[config.mk]
export PLATFORM = sky130hd
export DESIGN_NAME = grap_rd_pipe
export DESIGN_NICKNAME = d
export VERILOG_FILES = /design/src/rtl/grap_rd_pkg.sv /design/src/rtl/grap_rd_fifo.sv /design/src/rtl/grap_rd_pipe.sv
export SDC_FILE = /design/constraint.sdc
export NUM_CORES = 1
export LEC_CHECK = 0
export CAP_MARGIN = 20
export CORE_MARGIN = 1
export CORE_UTILIZATION = 45
export CTS_CLUSTER_DIAMETER = 60
export DETAILED_ROUTE_END_ITERATION = 6
export PLACE_DENSITY = 0.82
export REMOVE_ABC_BUFFERS = 1
export SLEW_MARGIN = 20
export SYNTH_ARGS = -nofsm -noshare
export SYNTH_HDL_FRONTEND = slang
export SYNTH_SLANG_ARGS = --single-unit
[constraint.sdc]
create_clock -name mem_clk -period 4.78 [get_ports mem_clk]
set_input_delay 0.717 -clock mem_clk [delete_from_list [all_inputs] [get_ports mem_clk]]
set_output_delay 0.717 -clock mem_clk [all_outputs]
set_load 0.05 [all_outputs]
[src/rtl/grap_rd_pkg.sv]
// Shared definitions for the graphics read pipe: memory-mode encodings,
// FSM state type and parameter legality helpers.
package grap_rd_pkg;

    localparam logic [1:0] MM_PLANAR = 2'b00;
    localparam logic [1:0] MM_OE8    = 2'b01;
    localparam logic [1:0] MM_OE16   = 2'b10;
    localparam logic [1:0] MM_CHAIN4 = 2'b11;

    typedef enum logic {
        ST_IDLE = 1'b0,
        ST_WAIT = 1'b1
    } rd_state_t;

    function automatic bit nplanes_legal(input int n);
        return (n == 2) || (n == 4) || (n == 8);
    endfunction

    function automatic bit depth_legal(input int d);
        return (d >= 1) && (d <= 8);
    endfunction

endpackage

[src/rtl/grap_rd_fifo.sv]
// Shift-style return FIFO: the head is always slot 0, pops shift the rest down.
module grap_rd_fifo #(
    parameter int WIDTH = 32,
    parameter int DEPTH = 2
) (
    input  logic                       mem_clk,
    input  logic                       hreset_n,
    input  logic                       push,
    input  logic [WIDTH-1:0]           din,
    input  logic                       pop,
    output logic [WIDTH-1:0]           dout,
    output logic [$clog2(DEPTH+1)-1:0] count
);

    localparam int CW = $clog2(DEPTH + 1);

    logic [DEPTH*WIDTH-1:0] store;
    logic [DEPTH*WIDTH-1:0] store_nxt;
    logic                   do_pop;
    logic                   do_push;
    logic [CW-1:0]          wr_idx;

    assign do_pop  = pop && (count != '0);
    assign do_push = push && ((count != CW'(DEPTH)) || do_pop);
    assign wr_idx  = count - CW'(do_pop);
    assign dout    = store[WIDTH-1:0];

    // A simultaneous push lands in the slot the shifted contents just freed.
    always_comb begin
        store_nxt = do_pop ? (store >> WIDTH) : store;
        for (int i = 0; i < DEPTH; i++) begin
            if (do_push && (wr_idx == CW'(i))) begin
                store_nxt[i*WIDTH +: WIDTH] = din;
            end
        end
    end

    always_ff @(posedge mem_clk or negedge hreset_n) begin
        if (!hreset_n) begin
            store <= '0;
            count <= '0;
        end else begin
            store <= store_nxt;
            count <= count + CW'(do_push) - CW'(do_pop);
        end
    end

endmodule

[src/rtl/grap_rd_pipe.sv]
// Graphics memory read pipe: one outstanding request, CPU data latch,
// read-mode formatting and a small host return FIFO.
module grap_rd_pipe
    import grap_rd_pkg::*;
#(
    parameter int NPLANES = 4,
    parameter int PW      = 8,
    parameter int DEPTH   = 2
) (
    input  logic                       mem_clk,
    input  logic                       hreset_n,
    input  logic                       rd_req,
    output logic                       rd_req_rdy,
    input  logic                       rd_mode,
    input  logic [1:0]                 mem_mode,
    input  logic [$clog2(NPLANES)-1:0] map_sel,
    input  logic                       addr_lo,
    input  logic [NPLANES-1:0]         cc_color,
    input  logic [NPLANES-1:0]         cc_care,
    input  logic                       mem_rd_valid,
    input  logic [NPLANES*PW-1:0]      mem_rd_data,
    output logic                       out_valid,
    input  logic                       out_ready,
    output logic [NPLANES*PW-1:0]      out_data,
    output logic [NPLANES*PW-1:0]      cpu_lat_data,
    output logic [PW-1:0]              crt_rd_data,
    output logic                       busy,
    output logic                       rd_err
);

    localparam int W  = NPLANES * PW;
    localparam int SW = $clog2(NPLANES);
    localparam int CW = $clog2(DEPTH + 1);

    if (!nplanes_legal(NPLANES) || !depth_legal(DEPTH)) begin : g_bad_params
        $error("grap_rd_pipe: illegal NPLANES or DEPTH");
    end

    rd_state_t     state;
    rd_state_t     state_nxt;
    logic [CW-1:0] fifo_count;
    logic          capture;
    logic          stray;
    logic [W-1:0]  fmt_data;
    logic [PW-1:0] planes     [NPLANES];
    logic [PW-1:0] lat_planes [NPLANES];
    logic [PW-1:0] cmp_byte;
    logic          bit_ok;
    logic [SW-1:0] lo_idx;
    logic [SW-1:0] hi_idx;
    logic [SW-1:0] sel8;

    always_ff @(posedge mem_clk or negedge hreset_n) begin
        if (!hreset_n) state <= ST_IDLE;
        else           state <= state_nxt;
    end

    always_comb begin
        state_nxt = state;
        case (state)
            ST_IDLE: if (rd_req && rd_req_rdy) state_nxt = ST_WAIT;
            ST_WAIT: if (mem_rd_valid)         state_nxt = ST_IDLE;
            default: state_nxt = ST_IDLE;
        endcase
    end

    // Accepting only when a FIFO slot is free reserves room for the return data.
    always_comb begin
        rd_req_rdy = 1'b0;
        busy       = 1'b0;
        capture    = 1'b0;
        stray      = 1'b0;
        case (state)
            ST_IDLE: begin
                rd_req_rdy = (fifo_count < CW'(DEPTH));
                stray      = mem_rd_valid;
            end
            ST_WAIT: begin
                busy    = 1'b1;
                capture = mem_rd_valid;
            end
            default: ;
        endcase
    end

    always_comb begin
        for (int p = 0; p < NPLANES; p++) begin
            planes[p]     = mem_rd_data[p*PW +: PW];
            lat_planes[p] = cpu_lat_data[p*PW +: PW];
        end
    end

    assign lo_idx = map_sel & ~SW'(1);
    assign hi_idx = lo_idx | SW'(1);
    assign sel8   = lo_idx | SW'(addr_lo);

    // Colour compare: a pixel bit is set when every cared-about plane matches.
    always_comb begin
        cmp_byte = '0;
        bit_ok   = 1'b1;
        for (int i = 0; i < PW; i++) begin
            bit_ok = 1'b1;
            for (int p = 0; p < NPLANES; p++) begin
                bit_ok = bit_ok & (~cc_care[p] | ~(planes[p][i] ^ cc_color[p]));
            end
            cmp_byte[i] = bit_ok;
        end
    end

    always_comb begin
        fmt_data = mem_rd_data;
        for (int p = 0; p < NPLANES; p++) begin
            if (rd_mode) begin
                fmt_data[p*PW +: PW] = cmp_byte;
            end else begin
                case (mem_mode)
                    MM_PLANAR: fmt_data[p*PW +: PW] = planes[map_sel];
                    MM_OE8:    fmt_data[p*PW +: PW] = planes[sel8];
                    MM_OE16:   fmt_data[p*PW +: PW] = (p % 2 == 1) ? planes[hi_idx] : planes[lo_idx];
                    default:   fmt_data[p*PW +: PW] = planes[p];
                endcase
            end
        end
    end

    // Returns arriving with nothing outstanding are dropped and flagged.
    always_ff @(posedge mem_clk or negedge hreset_n) begin
        if (!hreset_n) begin
            cpu_lat_data <= '0;
            rd_err       <= 1'b0;
        end else begin
            if (capture) cpu_lat_data <= mem_rd_data;
            if (stray)   rd_err       <= 1'b1;
        end
    end

    assign crt_rd_data = lat_planes[map_sel];
    assign out_valid   = (fifo_count != '0);

    grap_rd_fifo #(
        .WIDTH(W),
        .DEPTH(DEPTH)
    ) u_fifo (
        .mem_clk (mem_clk),
        .hreset_n(hreset_n),
        .push    (capture),
        .din     (fmt_data),
        .pop     (out_ready),
        .dout    (out_data),
        .count   (fifo_count)
    );

endmodule

Word level (Yosys, flattened, before mapping)
Index checks and enable logic that the tools add are counted.

Flip-flop bits (word level): 100. RAM bits: 0. ROM bits: 0. Input bits: 51. Output and inout bits: 76. Logic and storage cells: 192. Memories kept: 0. Latch bits: 0.

Divide/modulo/power cells: 0. Multipliers: 0. Eq/ne operators: 4. Mux-type cells: 33. Reduce and logical (&&, ||, !) cells: 11. Shift-type cells: 0. Bitwise operators: 130. Magnitude comparators: 5. Add/subtract/negate cells: 3.

Operators by type and width (number): $mux 8 (14); $pmux 8 s3 (4); $bmux 8 s2 (5); $mux 32 (2); $mux 64 (1); $not 1->1 (37); $or 1x1->1 (32); $xor 1x1->1 (32); $and 1x1->1 (24); $ge 3x3->1 const B (4); $not 2->3 (4); $mux 1 (6); $reduce_bool 2->1 (3); $logic_and 1x1->1 (5); $eq 2x1->1 const B (2); $logic_not 2->1 (2); $sub 2x1->2 (2); $add 2x1->2 (1); $eq 2x2->1 const B (1); $lt 2x2->1 const B (1); $ne 2x2->1 const B (1); $or 2x1->2 (1); $pmux 1 s2 (1); $logic_or 1x1->1 (1).

Longest topological paths before layout
Depth in word-level cells: 8. Depth in mapped cells: 10. Gate-level depth less buffers: 7.

Hierarchy
Synthesis repeated with hierarchy kept, for this count alone.

Cells, all modules: 565. Area, all modules: 6034.5 sq um.

Modules (own cells, without submodules): grap_rd_fifo (sequential area each 1651.6 sq um, area each 3354.5 sq um, cells each 288, times used 1); grap_rd_pipe (sequential area each 850.8 sq um, area each 2680.1 sq um, cells each 277, times used 1).

Least setup slack after synthesis
No wires, ideal clock.

Path type: input-to-reg. From: in out_ready. To: reg u_fifo.store[11]. Required time: 4654 ps. Setup time: 126 ps. Buffers on the path: 3. Path slack: 2147 ps. Data arrival time: 2507 ps. Stages: 10. Cells stage by stage: o21ai_0 inv_1 clkbuf_1 ha_1 or2_4 a211o_1 buf_6 buf_6 nor4_1 o21ai_1.

Longest elaborated chain between the ends: 5. Elaborated cells on any way between the ends: 8. Those cells by class: 1 x add/sub; 1 x mux; 6 x reduce/logical.

Ends and longest elaborated chain: start: declaration (RTL line grap_rd_pipe.sv:23) `input logic out_ready,`; $logic_and 1x1->1 * (RTL line grap_rd_fifo.sv:23) `assign do_pop = pop && (count != '0);`; $sub 2x1->2 / $logic_or 1x1->1 (equally long branches) (RTL line grap_rd_fifo.sv:25, grap_rd_fifo.sv:24); $logic_not 2->1 / $logic_and 1x1->1 (equally long branches) (RTL line grap_rd_fifo.sv:32, grap_rd_fifo.sv:24); $logic_and 1x1->1 (RTL line grap_rd_fifo.sv:32) `if (do_push && (wr_idx == CW'(i))) begin`; $mux 32 / $reduce_bool 2->1 (equally long branches); end signal: assignment (RTL line grap_rd_fifo.sv:43) `store <= store_nxt;`; end: declaration (RTL line grap_rd_fifo.sv:17) `logic [DEPTH*WIDTH-1:0] store;`.

Mark *: on every way between the ends. The rest lies on a longest branch, timed or not. A chain may end at the register's enable or synchronous reset.

Worst setup path in the final report
From: in map_sel[0]. To: out crt_rd_data[7].

Longest elaborated chain between the ends: 4.

Ends and longest elaborated chain: start: declaration (RTL line grap_rd_pipe.sv:16) `input logic [$clog2(NPLANES)-1:0] map_sel,`; $not 2->3 (implied by the code) (RTL line grap_rd_pipe.sv:137) `assign crt_rd_data = lat_planes[map_sel];`; $bmux 8 s2 (RTL line grap_rd_pipe.sv:137); $mux 8 (implied by the code) (2 in a row) (RTL line grap_rd_pipe.sv:137); end: declaration (RTL line grap_rd_pipe.sv:26) `output logic [PW-1:0] crt_rd_data,`.

No other way between the ends. The select of a mux whose other input is x is not followed.

==> summary.txt <==
Timing
  – Unrepaired setup endpoints after global routing: false
  – Endpoints failing hold: 0
  – Post-route clock period utilization: 80.48%
  – Final worst-path setup slack: 0.9329 ns
  – Slew at the pin closest to its max-slew limit: 1.075 ns
  – Clock tree skew after final layout: 0.005212 ns
  – Final Max Tran Viols: 0
  – Time the final worst path needs with I/O delays and setup: 3.847 ns
  – Worst rel slew slack: between 20 and 30%
  – Top achievable clock speed: 259.9 MHz
  – Final-layout setup total negative slack: 0 ns
  – # setup viols final: 0

Global routing
  – Global routing usage summed across all routing layers: 26.16%
  – Total gr overflow: 0
  – Number of antenna violations at the first check in global routing: 0
  – Largest net degree at the start of global routing: 65
  – Number of global-route vias before repair: 5,612
  – First-pass GRT wire length: between 20,000 and 30,000 um

Layout
  – Antenna Diode Count: 0
  – Area grow syn2layout: 21.46%
  – Number of non-filler instances in the completed layout: 902
  – Cell area after layout: about 0.0076 sq mm
  – Share of the core filled with cells: a little under three fifths
  – Layout cell share with drive strength beyond 1: 10.88%
  – Number of nets in the layout: 775

Clock network
  – Clock tree root driver cell: clkbuf_16
  – Number of setup buffers added after CTS: 0
  – Insertion delay of the later-clocked pin in the worst-skew pair: 0.35 ns
  – TritonCTS Buffers: 9
  – Post-cts gate resize count: 0
  – CTS H-tree depth: 3
  – Clock-pin slew on the worst setup and hold paths: 0.06 ns
  – Max Buffers Root-to-Sink: 2
  – CTS tree: built
  – Number of buffers inserted for hold repair after clock tree synthesis: 0
  – CTS sink cnt: 100

Setup path
  – Crit-path max FO: 10
  – Worst path required time: around 4.1 ns
  – R2R Path Start: u_fifo.count[1]
  – Worst setup startpoint: map_sel[0]
  – Element type at the critical path end: output pin
  – Worst path arrival time: 3.13 ns
  – Kind of start point of the critical path: primary input
  – Critical path start-end classification: in2out

Logic synthesis
  – Mux contribution to synthesized area: 11.65%
  – Main combinational cell family by area after synthesis: simple AND/OR/NAND/NOR gates
  – Synthesized area per cell: 9.517 sq um
  – Asr flop ratio synth: 100.0%
  – Xor-xnor portion of the synthesized cell area: under 10%
  – Post-Synth Simple-Gate Area: 23.44%
  – Area share of the leading cell type in the synthesized netlist: 39.96%
  – Cell area after synthesis: 0.006262 sq mm
  – Largest area contributor in the netlist: dfrtp_1
  – Top cells by area in the synthesized netlist: dfrtp_1, mux2_2, nand3_1, xor2_1, nand2_1
  – Synth Instances: 658
  – Top_reg_cell synth: dfrtp_1
  – Adder and majority cell fraction of the synthesized area: 0.3996%
  – Yosys warning count: 0
  – Sequential element share of the synthesized area: 39.96%
  – Post-synth cell types: 37
  – Synth Area in Compound Gates: 11.59%
  – Count of flip-flops with a built-in enable after synthesis: 0
  – FF+latch count, synth: 100

Drt
  – Routed wire per std cell: about 20 um
  – DR vias: between 5,000 and 6,000
  – Final routed wirelength across all metal layers: 18,210 um
  – Length of the first detailed-routing pass in iterations: 5
  – Via count normalized by instance count: 6.303
  – Iteration-0 DRC count of the detailed router: ~490
  – Routed Antenna Nets: 0
  – Final routed DRC violation total: 0

Floorplanning
  – Core outline area: 0.01340 sq mm
  – Die height: 120.0 um
  – Num ports: 127
  – Overall die width: roughly 120 um
  – Die outline area: 0.01439 sq mm
  – Number of core rows: 42
  – Initial core utilization: 46.73%

Pwr
  – Power per standard cell area: 587.0 mW/mm^2
  – Leakage power summed over all cells: 3.283 nW
  – Peak supply drop: 0.3948 mV

Place
  – Cell Area, Placed: 0.007335 sq mm
  – Count of input and output buffers: between 100 and 150
  – HPWL after detailed placement: between 10,000 and 15,000 um
  – Count of placed standard cells including taps: 887
  – Gpl congestion: between 0.8 and 0.9
  – Post-placement setup slack: 0.9326 ns

Hold path
  – Worst hold-check path type: in2async

Flow run
  – Maxcap violations: 0

Status
  – Result of the run: finished, final reports clean
cells in the final DEF (no fill, tap or decap), types with 29 or more instances in the layout:
cell | Yosys | layout
nand2_1 | 74 | 73
nand3_1 | 64 | 64
o31ai_1 | 32 | 32
nor4_1 | 42 | 42
mux2_2 | 32 | 32
and3_1 | 32 | 32
o21ai_1 | 29 | 29
and2_1 | 32 | 32
xor2_1 | 32 | 32
clkdlybuf4s50_1 | 0 | 125
dfrtp_1 | 100 | 100
stage by stage:
stage / total power [W] / hold slack [ns]
6_report: 0.004465 / 0.3847
5_1_grt: 0.004670 / 0.4432
4_1_cts: 0.004480 / 0.4167
3_3_place_gp: 0.003726 / 0.4445
2_1_floorplan: 0.002920 / 0.4214
3_5_place_dp: 0.003788 / 0.4563
cell usage after synthesis (all sizes together), types with 16 or more instances:
library cell and count:
a211oi 18, and2 32, and3 32, buf 50
clkbuf 32, dfrtp 100, mux2 33, mux2i 17
nand2 74, nand3 64, nand4 16, nor4 48
o21ai 34, o31ai 32, xor2 32
area by class of cell:
cell class,count,area [sq um]
Fill cell,1157,5794
Multi-Input combinational cell,471,3268
Sequential cell,100,2502
Timing Repair Buffer,135,1326
Clock buffer,13,260.3
Tap cell,176,220.2
Inverter,5,18.77
Clock inverter,2,10.01
cell families (layout without fill, tap and decap cells):
kind of cell	Yosys count	after routing
flip-flops	100	100
AO/OA/AOI/OAI	106	106
multiplexers	58	58
XOR/XNOR	34	34
AND/OR/NAND/NOR	271	271
buffers and inverters	87	155
adder cells (fa/ha/maj)	2	2
critical path: stages:
cell and delay (ns):
clkdlybuf4s50_1 1.07, mux4_2 0.62, clkdlybuf4s50_1 0.72
flip-flops by register name, summed over array words and instances, names as in the netlist:
signal / flops
cpu_lat_data: 32
state: 1
u_fifo.count: 2
rd_err: 1
u_fifo.store: 64
power breakdown:
part / internal [W] / switching, W
logic: 0.000883 / 0.00155
registers: 0.00113 / 0.000216
clock network: 0.000377 / 0.000307
total: 0.00239 / 0.00207
metal layers:
layer,vias up,share of wire [%],GRT usage [%]
li1,2530,-,-
met1,2758,40,34.19
met2,335,48,42.10
met3,62,8.9,4.183
met4,0,3.6,12.81
met5,-,0,0
path summary, 6_finish.rpt:
kind,slack [ns],end,depth (start not counted)
setup / recovery,0.93,crt_rd_data[7],3
hold / removal,0.38,cpu_lat_data[4],1
setup reg to reg,1.85,u_fifo.store[29],8
hold reg to reg,0.47,rd_err,1
max in group asynchronous,3.32,u_fifo.store[42],2
min in group mem_clk,0.47,rd_err,1
No activity file was read; power rests on OpenSTA's default activity.
